## src/rtl/uo_change_logger.sv

```systemverilog
// Change logger for a microtile uo_out bus: synchronizes the bus, detects value
// changes and queues {timestamp, value} entries in a small FIFO. Optional macro
// UO_LOG_TIMESTAMP_EN builds the 8-bit timestamp counter and storage.
module uo_change_logger #(
  parameter int DEPTH = 4
) (
  input  logic                     clk,
  input  logic                     rst_n,
  input  logic                     ena,
  input  logic [7:0]               uo_in,
  output logic [15:0]              rd_data,
  output logic                     rd_valid,
  input  logic                     rd_ready,
  output logic [$clog2(DEPTH):0]   level,
  output logic                     overflow,
  input  logic                     overflow_clr
);

  localparam int AW = $clog2(DEPTH);
  localparam int LW = AW + 1;
`ifdef UO_LOG_TIMESTAMP_EN
  localparam int EW = 16;
`else
  localparam int EW = 8;
`endif

  logic [7:0]    sync1, sync2, prev;
  logic [AW-1:0] wr_ptr, rd_ptr;
  logic [LW-1:0] count;
  logic [EW-1:0] mem [DEPTH];
  logic [EW-1:0] wr_entry;
  logic [EW-1:0] head;

  logic change, push_req, full, pop, wr_en, drop;

  // NOTE: non-blocking assignments make the sync chain shift one stage per edge;
  // blocking would collapse sync1/sync2/prev into a single flop.
  always_ff @(posedge clk or negedge rst_n) begin
    if (!rst_n) begin
      sync1 <= '0;
      sync2 <= '0;
      prev  <= '0;
    end else begin
      sync1 <= uo_in;
      sync2 <= sync1;
      prev  <= sync2;
    end
  end

`ifdef UO_LOG_TIMESTAMP_EN
  logic [7:0] ts, ts_next;

  assign ts_next = ts + 8'd1;

  always_ff @(posedge clk or negedge rst_n) begin
    if (!rst_n) ts <= '0;
    else        ts <= ts_next;
  end

  // The stored stamp is the counter value the write edge produces.
  assign wr_entry = {ts_next, sync2};
  assign rd_data  = rd_valid ? head : 16'h0000;
`else
  assign wr_entry = sync2;
  assign rd_data  = rd_valid ? {8'h00, head} : 16'h0000;
`endif

  assign change   = (sync2 != prev);
  assign push_req = change && ena;
  assign rd_valid = (count != '0);
  assign full     = (count == LW'(DEPTH));
  assign pop      = rd_valid && rd_ready;
  assign wr_en    = push_req && (!full || pop);
  assign drop     = push_req && full && !pop;
  assign level    = count;
  assign head     = mem[rd_ptr];

  // NOTE: storage has no reset; empty slots are never visible because rd_data
  // is gated by rd_valid, so clearing the array would only cost reset fan-out.
  always_ff @(posedge clk) begin
    if (wr_en) mem[wr_ptr] <= wr_entry;
  end

  always_ff @(posedge clk or negedge rst_n) begin
    if (!rst_n) begin
      wr_ptr <= '0;
      rd_ptr <= '0;
      count  <= '0;
    end else begin
      if (wr_en) wr_ptr <= wr_ptr + AW'(1);
      if (pop)   rd_ptr <= rd_ptr + AW'(1);
      case ({wr_en, pop})
        2'b10:   count <= count + LW'(1);
        2'b01:   count <= count - LW'(1);
        default: count <= count;
      endcase
    end
  end

  // A drop on the same edge as a clear leaves the flag set.
  always_ff @(posedge clk or negedge rst_n) begin
    if (!rst_n)            overflow <= 1'b0;
    else if (drop)         overflow <= 1'b1;
    else if (overflow_clr) overflow <= 1'b0;
  end

endmodule

```

## config.mk

```make
export PLATFORM = sky130hd
export DESIGN_NAME = uo_change_logger
export DESIGN_NICKNAME = d
export VERILOG_FILES = /design/src/rtl/uo_change_logger.sv
export SDC_FILE = /design/constraint.sdc
export NUM_CORES = 1
export LEC_CHECK = 0
export ABC_AREA = 1
export CORE_ASPECT_RATIO = 1.1
export CORE_UTILIZATION = 61
export CTS_BUF_LIST = sky130_fd_sc_hd__clkbuf_4
export DETAILED_ROUTE_END_ITERATION = 8
export PLACE_DENSITY = 0.87
export SYNTH_ARGS = -nofsm -noshare
export SYNTH_HDL_FRONTEND = slang
export SYNTH_SLANG_ARGS = --single-unit
```

## constraint.sdc

```tcl
create_clock -name clk -period 2.8 [get_ports clk]
set_input_delay 0.84 -clock clk [delete_from_list [all_inputs] [get_ports clk]]
set_output_delay 0.84 -clock clk [all_outputs]
set_load 0.005 [all_outputs]
```

## Word-level counts from Yosys, hierarchy flattened

Memories as Yosys holds them, arrays and structs flattened.
Cells that the tools add are included.
W data, S select, Z words.

| word-level totals | value |
|---|---|
| output and inout port bits | 21 |
| memories kept | 1 |
| bits in writable memories | 32 |
| register bits | 32 |
| logic and storage cells | 33 |
| input port bits | 13 |

Memory list:

| memory | depth | bits a word | read ports | clocked after memory_dff | write ports | line | RTL |
|---|---|---|---|---|---|---|---|
| mem | 4 | 8 | 1 | 0 | 1 | 30 | `logic [EW-1:0] mem [DEPTH];` |

| operators by class | value |
|---|---|
| eq/ne operators | 4 |
| add/subtract/negate cells | 4 |
| mux-type cells | 6 |
| reductions and logical operators | 11 |

Operator list:

| operator | number |
|---|---|
| $mux W8 | 1 |
| $ne A8 B8 Y1 | 1 |
| $pmux W3 S2 | 1 |
| $logic_and A1 B1 Y1 | 5 |
| $add A2 B1 Y2 const B | 2 |
| $mux W1 | 4 |
| $reduce_bool A2 Y1 | 2 |
| $add A3 B1 Y3 const B | 1 |
| $eq A3 B3 Y1 const B | 1 |
| $reduce_bool A3 Y1 | 1 |
| $sub A3 B1 Y3 const B | 1 |
| $eq A2 B1 Y1 const B | 1 |
| $eq A2 B2 Y1 const B | 1 |
| $logic_not A1 Y1 | 2 |
| $logic_or A1 B1 Y1 | 1 |

## Depth between registers and ports, before layout

Gate-level depths: netlist of the first run.

| depth | value |
|---|---|
| depth in word-level cells | 6 |
| gate-level depth with buffers | 16 |
| depth with buffers taken out | 16 |

## Least setup slack after synthesis of the first run

OpenSTA, ideal clock, no wires.

| timing | value |
|---|---|
| path type | input to register |
| from | input port rd_ready |
| to | memory mem[0][0] (enable) |
| stages | 4 |
| data required time | 2.429 ns |
| slack | 0.924 ns |
| path buffers | 0 |
| setup time | 0.371 ns |
| arrival time | 1.505 ns |
| cells stage by stage | nand2_4 nand3_2 nand3_2 nor2_1 |

| on the way | value |
|---|---|
| word-level cells in the longest chain between the ends | 5 |

Ends and longest elaborated chain:

| what | line | RTL |
|---|---|---|
| start, declared | 13 | `input logic rd_ready,` |
| $logic_and A1 B1 Y1 | 72 | `assign pop = rd_valid && rd_ready;` |
| $logic_or A1 B1 Y1 | 73 | `assign wr_en = push_req && (!full \|\| pop);` |
| $logic_and A1 B1 Y1 | 73 |  |
| $mux W1 | 81 | `if (wr_en) mem[wr_ptr] <= wr_entry;` |
| $mux W1 (not written as such) | 81 |  |
| end, declared | 30 |  |

No other way between the ends.

## Final worst setup path of the first run

| timing | value |
|---|---|
| from | register rd_ptr[1] |
| to | output port rd_data[2] |

| on the way | value |
|---|---|
| word-level cells in the longest chain between the ends | 2 |

Ends and longest elaborated chain:

| what | line | RTL |
|---|---|---|
| start, declared | 28 | `logic [AW-1:0] wr_ptr, rd_ptr;` |
| start signal, assigned | 91 | `if (pop) rd_ptr <= rd_ptr + AW'(1);` |
| $mem_v2 Z4 W8 | -- |  |
| $mux W8 | 65 | `assign rd_data = rd_valid ? {8'h00, head} : 16'h0000;` |
| end, declared | 11 | `output logic [15:0] rd_data,` |

No other way between the ends.

==> impl_metrics.csv, run 1 <==
group,metric,value,unit
worst_setup_path,r2r_cells,14,
sta,setup_violations,0,
sta,rsz0062_at_grt,"yes",
final_layout,nets,281,
synthesis,yosys_warnings,0,
pwr,power.share.clock,0.193,
cts,cts_root_buffer,"clkbuf_4",
worst_setup_path,crit_type,"reg2out",
min_path,hold_class,"reg2reg",
final_layout,syn_to_final_growth,20.6,%
worst_setup_path,end_kind,"output pin",
synthesis,synth.most_common_cell,"nor2_1",
synthesis,syn_inst,219,
grt,grt_pass1_wl,6620,um
worst_setup_path,worstSetupStartpoint,"rd_ptr[1]$_DFFE_PN0P_",
job,maxCapViolCount,0,
placement,dpl_cell_area,0.00285,sq mm
route,drtAntennaViolNets,0,
synthesis,synth_seq_cells,64,
synthesis,synth-edff-count,32,
cts,clkTransAtPathRegs,0.09,ns
synthesis,yosysTopAreaCellShare,0.377,
synthesis,ys_async_sr_fraction,0.500,
route,firstDrtPassIters,5,
pwr,power_leakage,1.35,nW
worst_setup_path,critical_path.endpoint,"rd_data[2]",
worst_setup_path,worstPathMaxFanout,6,
cts,cts_made_buffers,9,
route,vias_per_cell,4.96,
worst_setup_path,cp.required,1.96,ns
pwr,p_comb_frac,0.376,
cts,clockBufferDepth,2,
route,wl_per_cell,13.1,um
grt,grt.overflow.total,0,
cts,clock-sinks,64,
floorplanning,die_y,69.8,um
floorplanning,die_x,63.7,um
sta,fmax,0.366,GHz
grt,antenna_found_initial,0,
sta,hold_viol_final,0,
route,drc,0,
synthesis,syn_area_per_cell,11.6,sq um
worst_setup_path,r2r_slack,0.91,ns
pwr,p_sw,953,uW
route,drt_iter0_markers,78,
pwr,intPower,2.00,mW
route,num_vias,1586,
worst_setup_path,crit_arrival,1.89,ns
synthesis,ys_types,25,
floorplanning,initial_core_util,0.639,
sta,fin_skew,0.00969,ns
placement,gp_congestion,0.774,
final_layout,drive_gt1_frac,0.183,
pwr,irDropWorstVdd,0.621,mV
placement,portBuffers,25,
cts,insertion_delay,0.39,ns
synthesis,synth_area_leaders,"edfxtp_1, dfrtp_1, nor2_1",
floorplanning,core,0.00399,sq mm
sta,post-route-period-util,0.975,
synthesis,ys_seq_area_frac,0.691,
pwr,powerDensity,959,mW/mm^2
synthesis,syn-cell-area,0.00255,sq mm
final_layout,design_area,0.00308,sq mm
route,drt_wl_total,4190,um
grt,grt_pass1_vias,1449,
final_layout,antenna_cells,0,
worst_setup_path,regToRegStartpoint,"sync2[3]$_DFF_PN0_",
cts,htreeDepth,3,
synthesis,netlist_top_cells_count,"nor2_1, dfrtp_1, edfxtp_1",
run_status,status,"finished clean",
synthesis,yosys.area.top_type,"edfxtp_1",
worst_setup_path,crit-reg2reg-capture,"level[2]$_DFFE_PN0P_",
pwr,switching_share,0.323,
floorplanning,ios,34,
grt,grt_max_degree,33,
sta,post-route-min-period,2.73,ns
worst_setup_path,critical_path.startpoint_type,"register",
pwr,sequentialPowerShare,0.431,
floorplanning,rows,24,
sta,drv_slew,0,
floorplanning,die-area,0.00445,sq mm
grt,grt_usage,0.215,
cts,cts_tree,"built",
placement,place_hpwl,2780,um
placement,dp.cells,296,
final_layout,finalNonFillerCells,320,
synthesis,ys.flop_type,"edfxtp_1",
-- state kept, by name, indices dropped and copies added (netlist names) --
signal / flops
rd_ptr: 2
overflow: 1
wr_ptr: 2
sync2: 8
sync1: 8
level: 3
mem: 32
prev: 8
-- kinds of logic (layout without fill, tap and decap cells) --
family,Yosys count,in the layout,share of synthesized area
and+or+nand+nor,80,80,0.141
DFF,64,64,0.691
buffers and inverters,37,79,0.0677
AOI/OAI and AO/OA,26,26,0.0515
xor gates and xnor gates,6,6,0.0206
adders and majority gates,5,5,0.0275
other,1,8,0.00147
-- cell type report --
cell class	instances	area, sq um
Timing Repair Buffer	38	353
Multi-Input combinational cell	125	658
Clock inverter	5	47.5
Fill cell	264	916
Tap cell	52	65.1
Clock buffer	11	82.6
Sequential cell	64	1770
Inverter	25	105
-- stage by stage --
step	setup TNS, ns	util	setup WS, ns	hold WS, ns	total power [mW]
global route	-0.0391	0.771	-0.0144	0.363	3.15
detailed placement	0	0.714	0.294	0.335	2.25
global placement	0	0.714	0.334	0.331	2.20
finish	0	0.771	0.0696	0.353	2.95
CTS	0	0.748	0.00954	0.355	2.84
floorplan	0	-	0.924	0.331	1.83
-- per-layer routing --
metal,wire [um],vias up,global-route usage,part of all wire
met5,0,-,0,0
met1,1630,743,0.257,0.39
li1,-,778,-,-
met2,2260,60,0.338,0.54
met3,241,5,0.0757,0.058
met4,59,0,0.121,0.014
-- worst min path at each step --
stage / cells after the start / startpoint / slack (ns) / end
4_1_cts: 0 / sync1[1]$_DFF_PN0_ / 0.35 / sync2[1]$_DFF_PN0_
3_3_place_gp: 0 / sync1[1]$_DFF_PN0_ / 0.33 / sync2[1]$_DFF_PN0_
5_1_grt: 0 / sync1[1]$_DFF_PN0_ / 0.36 / sync2[1]$_DFF_PN0_
6_report: 0 / sync1[1]$_DFF_PN0_ / 0.35 / sync2[1]$_DFF_PN0_
3_5_place_dp: 0 / sync1[1]$_DFF_PN0_ / 0.33 / sync2[1]$_DFF_PN0_
2_1_floorplan: 0 / sync1[0]$_DFF_PN0_ / 0.33 / sync2[0]$_DFF_PN0_
-- cells in the final DEF, fill, tap and decap left out, types with 5 or more instances in the layout --
master	Yosys	routed
conb_1	1	8
inv_1	23	22
nand2_1	27	27
edfxtp_1	32	32
o21ai_1	10	11
dfrtp_1	32	28
nor2_1	40	40
o21ai_0	6	5
clkbuf_4	0	11
clkdlybuf4s50_1	0	23
buf_4	8	13
a21oi_1	9	5
-- critical path, cell delays in order (launching register included) --
cell	delay [ns]
dfrtp_2	0.48
buf_4	0.18
nor2_1	0.11
o21ai_0	0.09
a21oi_1	0.14
clkdlybuf4s50_1	0.51
-- power groups by stage --
stage,registers [mW],clock network [mW],logic [mW]
after floorplan,1.26,0,0.574
after global routing,1.29,0.630,1.23
final,1.27,0.571,1.11
after global placement,1.32,0,0.884
after CTS,1.32,0.593,0.932
after detailed placement,1.33,0,0.924
-- what timing repair did --
action,CTS,global route
resized for setup,3,14
buffers inserted,0,8
hold buffers,0,0
cloned,0,0
setup endpoints to repair,8,8
Note: power is estimated with default switching activity, not from simulation.
==> inputs of run 2 (changes only) <==
--- a/config.mk
+++ b/config.mk
@@ -11,6 +11,7 @@
 export CTS_BUF_LIST = sky130_fd_sc_hd__clkbuf_4
 export DETAILED_ROUTE_END_ITERATION = 8
 export PLACE_DENSITY = 0.87
+export SKIP_CTS_REPAIR_TIMING = 1
 export SYNTH_ARGS = -nofsm -noshare
 export SYNTH_HDL_FRONTEND = slang
 export SYNTH_SLANG_ARGS = --single-unit
==> results of run 2 <==
Final layout, timing and power as in run 1 (identical DEF).
==> inputs of run 3 (changes only) <==
--- a/config.mk
+++ b/config.mk
@@ -7,10 +7,10 @@
 export LEC_CHECK = 0
 export ABC_AREA = 1
 export CORE_ASPECT_RATIO = 1.1
-export CORE_UTILIZATION = 61
+export CORE_UTILIZATION = 56
 export CTS_BUF_LIST = sky130_fd_sc_hd__clkbuf_4
 export DETAILED_ROUTE_END_ITERATION = 8
-export PLACE_DENSITY = 0.87
+export PLACE_DENSITY = 0.81
 export SKIP_CTS_REPAIR_TIMING = 1
 export SYNTH_ARGS = -nofsm -noshare
 export SYNTH_HDL_FRONTEND = slang
==> constraint.sdc (replaced) <==
create_clock -name clk -period 2.9 [get_ports clk]
set_input_delay 0.87 -clock clk [delete_from_list [all_inputs] [get_ports clk]]
set_output_delay 0.87 -clock clk [all_outputs]
set_load 0.005 [all_outputs]
==> impl_metrics.csv, run 3 (synthesized netlist as in run 1, its figures left out) <==
group,metric,value,unit
final_layout,antenna_cells,0,
floorplanning,die-area,0.00483,sq mm
floorplanning,core,0.00435,sq mm
min_path,min_from,"sync1[6]$_DFF_PN0_",
final_layout,final_common_cell,"nor2_1",
final_layout,largest_reg_flops,32,
grt,grt.overflow.total,0,
sta,hold_viol_final,0,
worst_setup_path,crit_chain,"buf_4, inv_8, o21ai_0, a21oi_1, clkdlybuf4s50_1",
cts,cts_tree,"built",
grt,grt_pass1_wl,6930,um
placement,dp.cells,298,
pwr,p_sw,895,uW
worst_setup_path,worstSetupStartpoint,"rd_ptr[0]$_DFFE_PN0P_",
sta,post-route-period-util,0.965,
route,drt_iter0_markers,57,
route,wl_per_cell,13.1,um
final_layout,syn_to_final_growth,19.2,%
worst_setup_path,end_kind,"output pin",
pwr,power.share.clock,0.227,
pwr,total_power,2.85,mW
min_path,min_path_cells,0,
min_path,hold_class,"reg2reg",
final_layout,finalNonFillerCells,316,
pwr,switching_share,0.314,
worst_setup_path,crit_arrival,1.93,ns
placement,place_hpwl,2660,um
sta,fin_skew,0.0191,ns
route,num_vias,1547,
grt,grt_usage,0.206,
sta,drv_slew,0,
worst_setup_path,critical_path_depth,5,
floorplanning,initial_core_util,0.587,
final_layout,fillers,306,
placement,portBuffers,25,
pwr,power_leakage,1.34,nW
floorplanning,die_x,66.4,um
floorplanning,rows,25,
final_layout,seqCellArea,0.00177,sq mm
cts,clock-sinks,64,
sta,setup_ws,0.102,ns
worst_setup_path,r2r_cells,16,
sta,finalSetupTns,0,ns
final_layout,multi_input_area,643,sq um
placement,gp_congestion,0.769,
pwr,p_comb_frac,0.337,
final_layout,top_register,"mem",
cts,cts_root_buffer,"clkbuf_4",
sta,fmax,0.357,GHz
cts,clockBufferDepth,2,
cts,htreeDepth,3,
run_status,status,"finished clean",
pwr,irDropWorstVdd,0.592,mV
worst_setup_path,critical-path-top-delay-family,"buffers and inverters",
grt,grt_pass1_vias,1534,
route,firstDrtPassIters,4,
cts,cts_made_buffers,9,
sta,post-route-min-period,2.80,ns
pwr,sequentialPowerShare,0.435,
floorplanning,ios,34,
final_layout,nets,275,
job,maxCapViolCount,0,
worst_setup_path,critPathMaxStageDelay,0.52,ns
worst_setup_path,worstPathMaxFanout,17,
worst_setup_path,cp_slowest_cell,"clkdlybuf4s50_1",
worst_setup_path,cp.buffers_inverters,3,
floorplanning,die_y,72.8,um
grt,antenna_found_initial,0,
grt,grt_max_degree,33,
sta,setup_violations,0,
route,drc,0,
final_layout,mostFrequentLayoutCells,"nor2_1, edfxtp_1, dfrtp_1",
worst_setup_path,critical_path.startpoint_type,"register",
pwr,intPower,1.96,mW
cts,clkTransAtPathRegs,0.11,ns
cts,insertion_delay,0.39,ns
route,drt_wl_total,4130,um
worst_setup_path,regToRegStartpoint,"sync2[7]$_DFF_PN0_",
route,drtAntennaViolNets,0,
worst_setup_path,cp.required,2.03,ns
placement,place_ws,0.303,ns
worst_setup_path,crit_type,"reg2out",
final_layout,drive_gt1_frac,0.137,
route,vias_per_cell,4.90,
pwr,powerDensity,937,mW/mm^2
-- run 3: changes by cell type in the layout (fill, tap and decap cells not counted), sizes merged --
cell      previous run  this run
buf                 13         7
clkinvlp             1         0
clkinv               4         3
bufinv               1         2
inv                 24        25
-- run 3: area by class of cell --
| cell class | instances | area share |
|---|---|---|
| clock buffers | 11 | 0.0271 |
| clock inverters | 5 | 0.0239 |
| inverters | 25 | 0.0333 |
| multi-input cells | 125 | 0.211 |
| flip-flops and latches | 64 | 0.581 |
| well taps | 54 | 0.0222 |
| repair buffers | 32 | 0.101 |
-- run 3: worst reg2reg max path, delay by kind of cell (launching register included) --
family / cells / cell delay (ns)
adder cells (fa/ha/maj): 1 / 0.37
buffers and inverters: 4 / 0.22
flip-flops: 1 / 0.45
AND/OR/NAND/NOR: 11 / 0.75
-- run 3: path summary, 6_finish.rpt --
path | end | slack (ns)
worst max-delay path | rd_data[4] | 0.10
worst min-delay path | sync2[6]$_DFF_PN0_ | 0.33
worst max register to register | level[2]$_DFFE_PN0P_ | 1.00
worst min register to register | sync2[6]$_DFF_PN0_ | 0.33
max in group asynchronous | rd_ptr[0]$_DFFE_PN0P_ | 1.70
min in group asynchronous | prev[7]$_DFF_PN0_ | 0.86
-- run 3: through the flow --
stage / utilization / hold WS (ns) / area, sq um
CTS: 0.692 / 0.340 / 3010
global placement: 0.656 / 0.332 / 2850
detailed placement: 0.656 / 0.335 / 2850
finish: 0.700 / 0.333 / 3040
global route: 0.700 / 0.347 / 3040
floorplan: - / 0.331 / 2580
-- run 3: power groups by stage --
stage                     clock network, mW  logic [mW]  registers (mW)
after floorplan                           0       0.554            1.21
after global placement                    0       0.862            1.27
after detailed placement                  0       0.896            1.28
after CTS                             0.663       0.902            1.26
after global routing                  0.701        1.09            1.26
final                                 0.647       0.962            1.24
-- run 3: routing by layer --
| metal | track usage | wire [um] | up-vias |
|---|---|---|---|
| met5 | 0 | 0 | - |
| met4 | 0.106 | 67 | 0 |
| met3 | 0.0516 | 139 | 5 |
| met2 | 0.339 | 2170 | 36 |
| met1 | 0.251 | 1760 | 741 |
| li1 | - | - | 765 |
==> RTL change 1, RTL diff (settings of run 3) <==
Change the parameter `DEPTH` from 4 to 8.
--- a/src/rtl/uo_change_logger.sv
+++ b/src/rtl/uo_change_logger.sv
@@ -2,7 +2,7 @@
 // changes and queues {timestamp, value} entries in a small FIFO. Optional macro
 // UO_LOG_TIMESTAMP_EN builds the 8-bit timestamp counter and storage.
 module uo_change_logger #(
-  parameter int DEPTH = 4
+  parameter int DEPTH = 8
 ) (
   input  logic                     clk,
   input  logic                     rst_n,
Ports: changed (resized level); port bits go from 34 to 35. The function was not compared with the original's and may differ.
==> RTL change 1 against run 3 <==
Cell count grew 49%; critical path type unchanged; final area grew 52%; highest routed layer unchanged; total power grew 46%; utilization shrank 1.3 points; worst setup slack gained 0.0080 ns; largest cell class unchanged; synthesized area grew 56%; routed wire length grew 83%; sequential cell count grew 35; critical path depth grew 3.
==> RTL change 1: results (changes against run 3) <==
Parameter                              Value

Power and ir drop
  Worst IR Drop VDD    0.0005375 V (-9.3%)
  Net switching share of the total power    36.33% (+4.9 points)
  Static power due to leakage    1.926 nW (+44%)

Route
  Sum of routed wire length over all layers    7546 um (+83%)
  Routed len/inst    16.06 um (+23%)
  Number of violations reported at the end of detailed-routing iteration 0    294 (+420%)
  Avg Vias per Cell    5.468 (+12%)

Synthesis
  Post-synthesis average cell area    11.90 sq um (+2.1%)
  Number of warnings printed during yosys synthesis    0 (unchanged)
  Async set-reset flop share out of synthesis    35.35% (-15 points)
  Cell types with the highest counts after synthesis    sky130_fd_sc_hd__edfxtp_1 (64), sky130_fd_sc_hd__nor2_1 (58), sky130_fd_sc_hd__nand2_1 (43)
  Synth cell types    28 (+12%)
  Number of enable flip-flop cells after synthesis    64 (+100%)
  Largest cells by area after synthesis    sky130_fd_sc_hd__edfxtp_1 (48%), sky130_fd_sc_hd__dfrtp_1 (22%), sky130_fd_sc_hd__nor2_1 (5.5%)
  Fraction of the yosys area taken by sequential cells    70.40% (+1.3 points)

Worst setup path
  Worst setup path endpoint    rd_data[2]
  Number of cells traversed by the worst register-to-register path    16 (unchanged)
  Worst-path fanout max    8 (-9)
  Largest delay contributor family on the critical path    buffers and inverters
  Reg-to-reg critical path startpoint    sync2[2]
  Minimum setup slack among reg-to-reg paths    0.62 ns (-0.38 ns)
  Slowest-stage cell, CP    sky130_fd_sc_hd__dfrtp_1
  Stage delay of the slowest cell on the critical path    0.44 ns (-0.08 ns)
  End of the worst register-to-register path    level[3]

Global route
  Largest net degree at the start of global routing    36 (+9.1%)
  Number of global-route vias before repair    2,553 (+66%)
  GR Util All Layers    22.60% (+2.0 points)
  First-pass GRT wire length    12,310 um (+78%)
  Antenna violations before repair    0 (unchanged)

Finish
  Number of antenna cells inserted    0 (unchanged)
  Final-stage net count    401 (+46%)
  Fraction of layout cells with a size suffix above 1    14.43% (+0.69 points)
  Number of flip-flops under the largest register name    64 (+100%)
  Register with the most flip-flops    mem

CTS
  Root cell of the clock tree    sky130_fd_sc_hd__clkbuf_4
  Level count of the clock H-tree    3 (unchanged)
  Clock latency on the worst-skew pair    0.45 ns (+0.06 ns)
  Clock transition at the registers of the reported paths    0.17 ns (+0.06 ns)

Place
  Placed insts    452 (+52%)
  HPWL after DPL    5116 um (+92%)
  Pre-CTS worst setup slack    0.1830 ns (-0.1195 ns)
  Number of port buffers    26 (+4.0%)
  Post-Place Cell Area    4403 sq um (+54%)
  Weighted congestion reported at the end of routability-driven placement    0.7971 (+3.7%)

Hold path
  Worst hold path startpoint    sync1[1]
  Count of cells along the worst hold path    0 (unchanged)
  Worst Hold Path EP    sync2[1]

STA
  Worst clock skew    0.01814 ns (-0.0009659 ns)
  Hold slack    0.3694 ns (+0.03619 ns)
  Post-route fraction of the period consumed by the critical path    96.21% (-0.27 points)

Status
  Outcome    complete, no violations
[RTL change 1: cell count changes in the layout (fill, tap and decap cells not counted), sizes merged, moves of 8 or more]
cell	before	now
a21oi	9	1
o22ai	1	9
nand2	32	49
edfxtp	32	64
a31oi	0	8
buf	7	23
nor2	43	59
o21ai	16	43
[RTL change 1: layer usage]
metal | up-vias | wire length (um) | GRT usage [%]
met4 | 0 | 74 | 8.626
met5 | - | 0 | 0
met3 | 8 | 392 | 4.141
met1 | 1259 | 3086 | 30.45
li1 | 1218 | - | -
met2 | 85 | 3992 | 36.16
[RTL change 1: cell families after synthesis]
| group | count (synthesis) | share of synthesized area, % |
|---|---|---|
| AOI/OAI and AO/OA | 61 | 8.218 |
| xor gates and xnor gates | 7 | 1.543 |
| adders and majority gates | 5 | 1.763 |
| buffers and inverters | 45 | 5.510 |
| DFF | 99 | 70.40 |
| other | 1 | 0.09437 |
| and+or+nand+nor | 116 | 12.47 |
[RTL change 1: power groups by stage]
stage | clock [mW] | combinational [mW] | sequential, mW
after floorplan | 0 | 0.924 | 1.85
after global placement | 0 | 1.53 | 1.87
after detailed placement | 0 | 1.58 | 1.88
after CTS | 0.712 | 1.59 | 1.85
after global routing | 0.773 | 1.80 | 1.88
final | 0.701 | 1.60 | 1.86
[RTL change 1: through the flow]
stage / utilization [%] / setup TNS [ns] / total power [mW]
floorplan: - / 0 / 2.776
global placement: 65.62 / 0 / 3.398
detailed placement: 65.62 / 0 / 3.463
CTS: 67.70 / -1.860 / 4.147
global route: 68.67 / -0.03341 / 4.450
finish: 68.67 / 0 / 4.164
[RTL change 1: cell type report]
class                   count  area, sq um
clock buffers               9        67.56
clock inverters             7        72.57
fillers                   503         2102
inverters                  27        106.4
multi-input cells         197        989.7
flip-flops and latches     99         2798
well taps                  82        102.6
repair buffers             49        471.7
==> RTL change 2, RTL diff (flow settings as in run 3) <==
Without the edit above. Put one more register stage on the output `level`. The value now appears one clock later. The other outputs are not delayed to match.
--- a/src/rtl/uo_change_logger.sv
+++ b/src/rtl/uo_change_logger.sv
@@ -72,7 +72,9 @@
   assign pop      = rd_valid && rd_ready;
   assign wr_en    = push_req && (!full || pop);
   assign drop     = push_req && full && !pop;
-  assign level    = count;
+  always_ff @(posedge clk) begin
+    level <= count;
+  end
   assign head     = mem[rd_ptr];
 
   // NOTE: storage has no reset; empty slots are never visible because rd_data
Formal check against the unedited RTL: not equivalent (Yosys sat finds a counterexample within 4 cycles, from zero or initial values and one cycle with rst_n low).
==> RTL change 2 against run 3 <==
Clock skew increased by 0.0041 ns; sequential cell count increased by 3; synthesized area increased by 2.0%; final area increased by 3.2%; total power increased by 6.0%; combinational power increased by 4%; worst setup slack improved by 0.043 ns; largest cell class unchanged; routed wire length decreased by 3.4%.
==> RTL change 2: results (changes against run 3) <==
Parameter                              Value

Global route
  First-pass GRT wire length    6499 um (-6.2%)
  GR Util met1    23.34% (-1.8 points)
  GR Util All Layers    19.05% (-1.5 points)
  Number of global-route vias before repair    1,409 (-8.1%)
  Largest net degree at the start of global routing    33 (unchanged)
  Global Route met2 Usage    31.33% (-2.6 points)
  GR Util met3    4.658% (-0.50 points)

Place
  HPWL after DPL    2577 um (-3.3%)
  Weighted congestion reported at the end of routability-driven placement    0.7332 (-4.6%)
  Pre-CTS worst setup slack    0.07251 ns (-0.2300 ns)

STA
  Worst clock skew    0.02319 ns (+0.004078 ns)

Synthesis
  Synth cell types    24 (-4.0%)
  Fraction of the yosys area taken by sequential cells    70.00% (+0.95 points)
  Primary FF master, synth    sky130_fd_sc_hd__edfxtp_1
  Async set-reset flop share out of synthesis    47.76% (-2.2 points)
  Cell types with the highest counts after synthesis    sky130_fd_sc_hd__nor2_1 (38), sky130_fd_sc_hd__dfrtp_1 (32), sky130_fd_sc_hd__edfxtp_1 (32)
  Largest cells by area after synthesis    sky130_fd_sc_hd__edfxtp_1 (37%), sky130_fd_sc_hd__dfrtp_1 (31%), sky130_fd_sc_hd__nor2_1 (5.5%)

Finish
  Fraction of layout cells with a size suffix above 1    14.62% (+0.87 points)
  Final-stage net count    274 (-0.36%)
  # fillers    296 (-3.3%)

Worst setup path
  Arrival time at the worst endpoint    1.89 ns (-0.04 ns)
  Worst-path fanout max    17 (unchanged)

Power and ir drop
  Internal power    2.122 mW (+8.5%)
  Worst IR Drop VDD    0.0005351 V (-9.7%)
  Static power due to leakage    1.320 nW (-1.5%)

Status
  Outcome    complete, no violations

Route
  DR vias    1,510 (-2.4%)
  Routed len/inst    12.70 um (-2.8%)
  Number of violations reported at the end of detailed-routing iteration 0    41 (-28%)
## RTL change 2: cell count changes after synthesis, moves of 3 or more
cell,run 3,this run
sky130_fd_sc_hd__inv_1,23,18
sky130_fd_sc_hd__dfxtp_1,0,3
sky130_fd_sc_hd__xnor2_1,3,6
sky130_fd_sc_hd__o21ai_0,6,16
sky130_fd_sc_hd__nand4_1,0,3
sky130_fd_sc_hd__o21ai_1,10,2
sky130_fd_sc_hd__nand2_1,27,21
## RTL change 2: critical path: cells and delay by family, from the launching register on
family          cells  cell delay [ns]
buf+inv             3             0.80
compound gates      2             0.27
flops               1             0.44
## RTL change 2: power by group through the flow
stage	sequential (mW)	clock (mW)	combinational [mW]
after detailed placement	1.31	0	0.946
final	1.28	0.740	1.00
after global placement	1.30	0	0.912
after CTS	1.29	0.754	0.954
after floorplan	1.26	0	0.558
after global routing	1.29	0.794	1.13
## RTL change 2: final timing paths
| kind | startpoint | end | slack [ns] | cells after the start |
|---|---|---|---|---|
| setup reg to reg | sync2[4] | count[2] | 0.80 | 11 |
| hold / removal | sync1[4] | sync2[4] | 0.35 | 0 |
| hold reg to reg | sync1[4] | sync2[4] | 0.35 | 0 |
| max in group asynchronous | rst_n | rd_ptr[0] | 1.72 | 2 |
| min in group asynchronous | rst_n | overflow | 0.88 | 2 |
| setup / recovery | rd_ptr[0] | rd_data[0] | 0.14 | 5 |
## RTL change 2: layout make-up
class	count	area (sq um)	share of cell area, %
Timing Repair Buffer	36	347.8	11.08
Clock inverter	6	105.1	3.347
Multi-Input combinational cell	119	633.1	20.16
Inverter	22	87.58	2.789
Tap cell	54	67.56	2.151
Clock buffer	10	75.07	2.390
Sequential cell	67	1824	58.09
## RTL change 2: metrics by stage
step | TNS [ns] | area (sq um) | cells
2_1_floorplan | 0 | 2629 | 220
3_3_place_gp | 0 | 2928 | 295
3_5_place_dp | 0 | 2928 | 295
4_1_cts | -0.1494 | 3108 | 311
5_1_grt | 0 | 3141 | 314
6_report | 0 | 3141 | 314
## RTL change 2: cells by family after synthesis
kind of cell | after synthesis | synth area share (%)
xor+xnor | 8 | 2.692
buf+inv | 34 | 6.682
flops | 67 | 70.00
simple gates | 69 | 11.78
other cells | 1 | 0.1441
fa+ha+maj | 6 | 3.173
compound gates | 28 | 5.529
## RTL change 2: layer usage
layer	wire length (um)	vias to the layer above
met5	0	-
met4	27	0
met1	1714	708
met3	157	2
li1	-	760
met2	2088	40
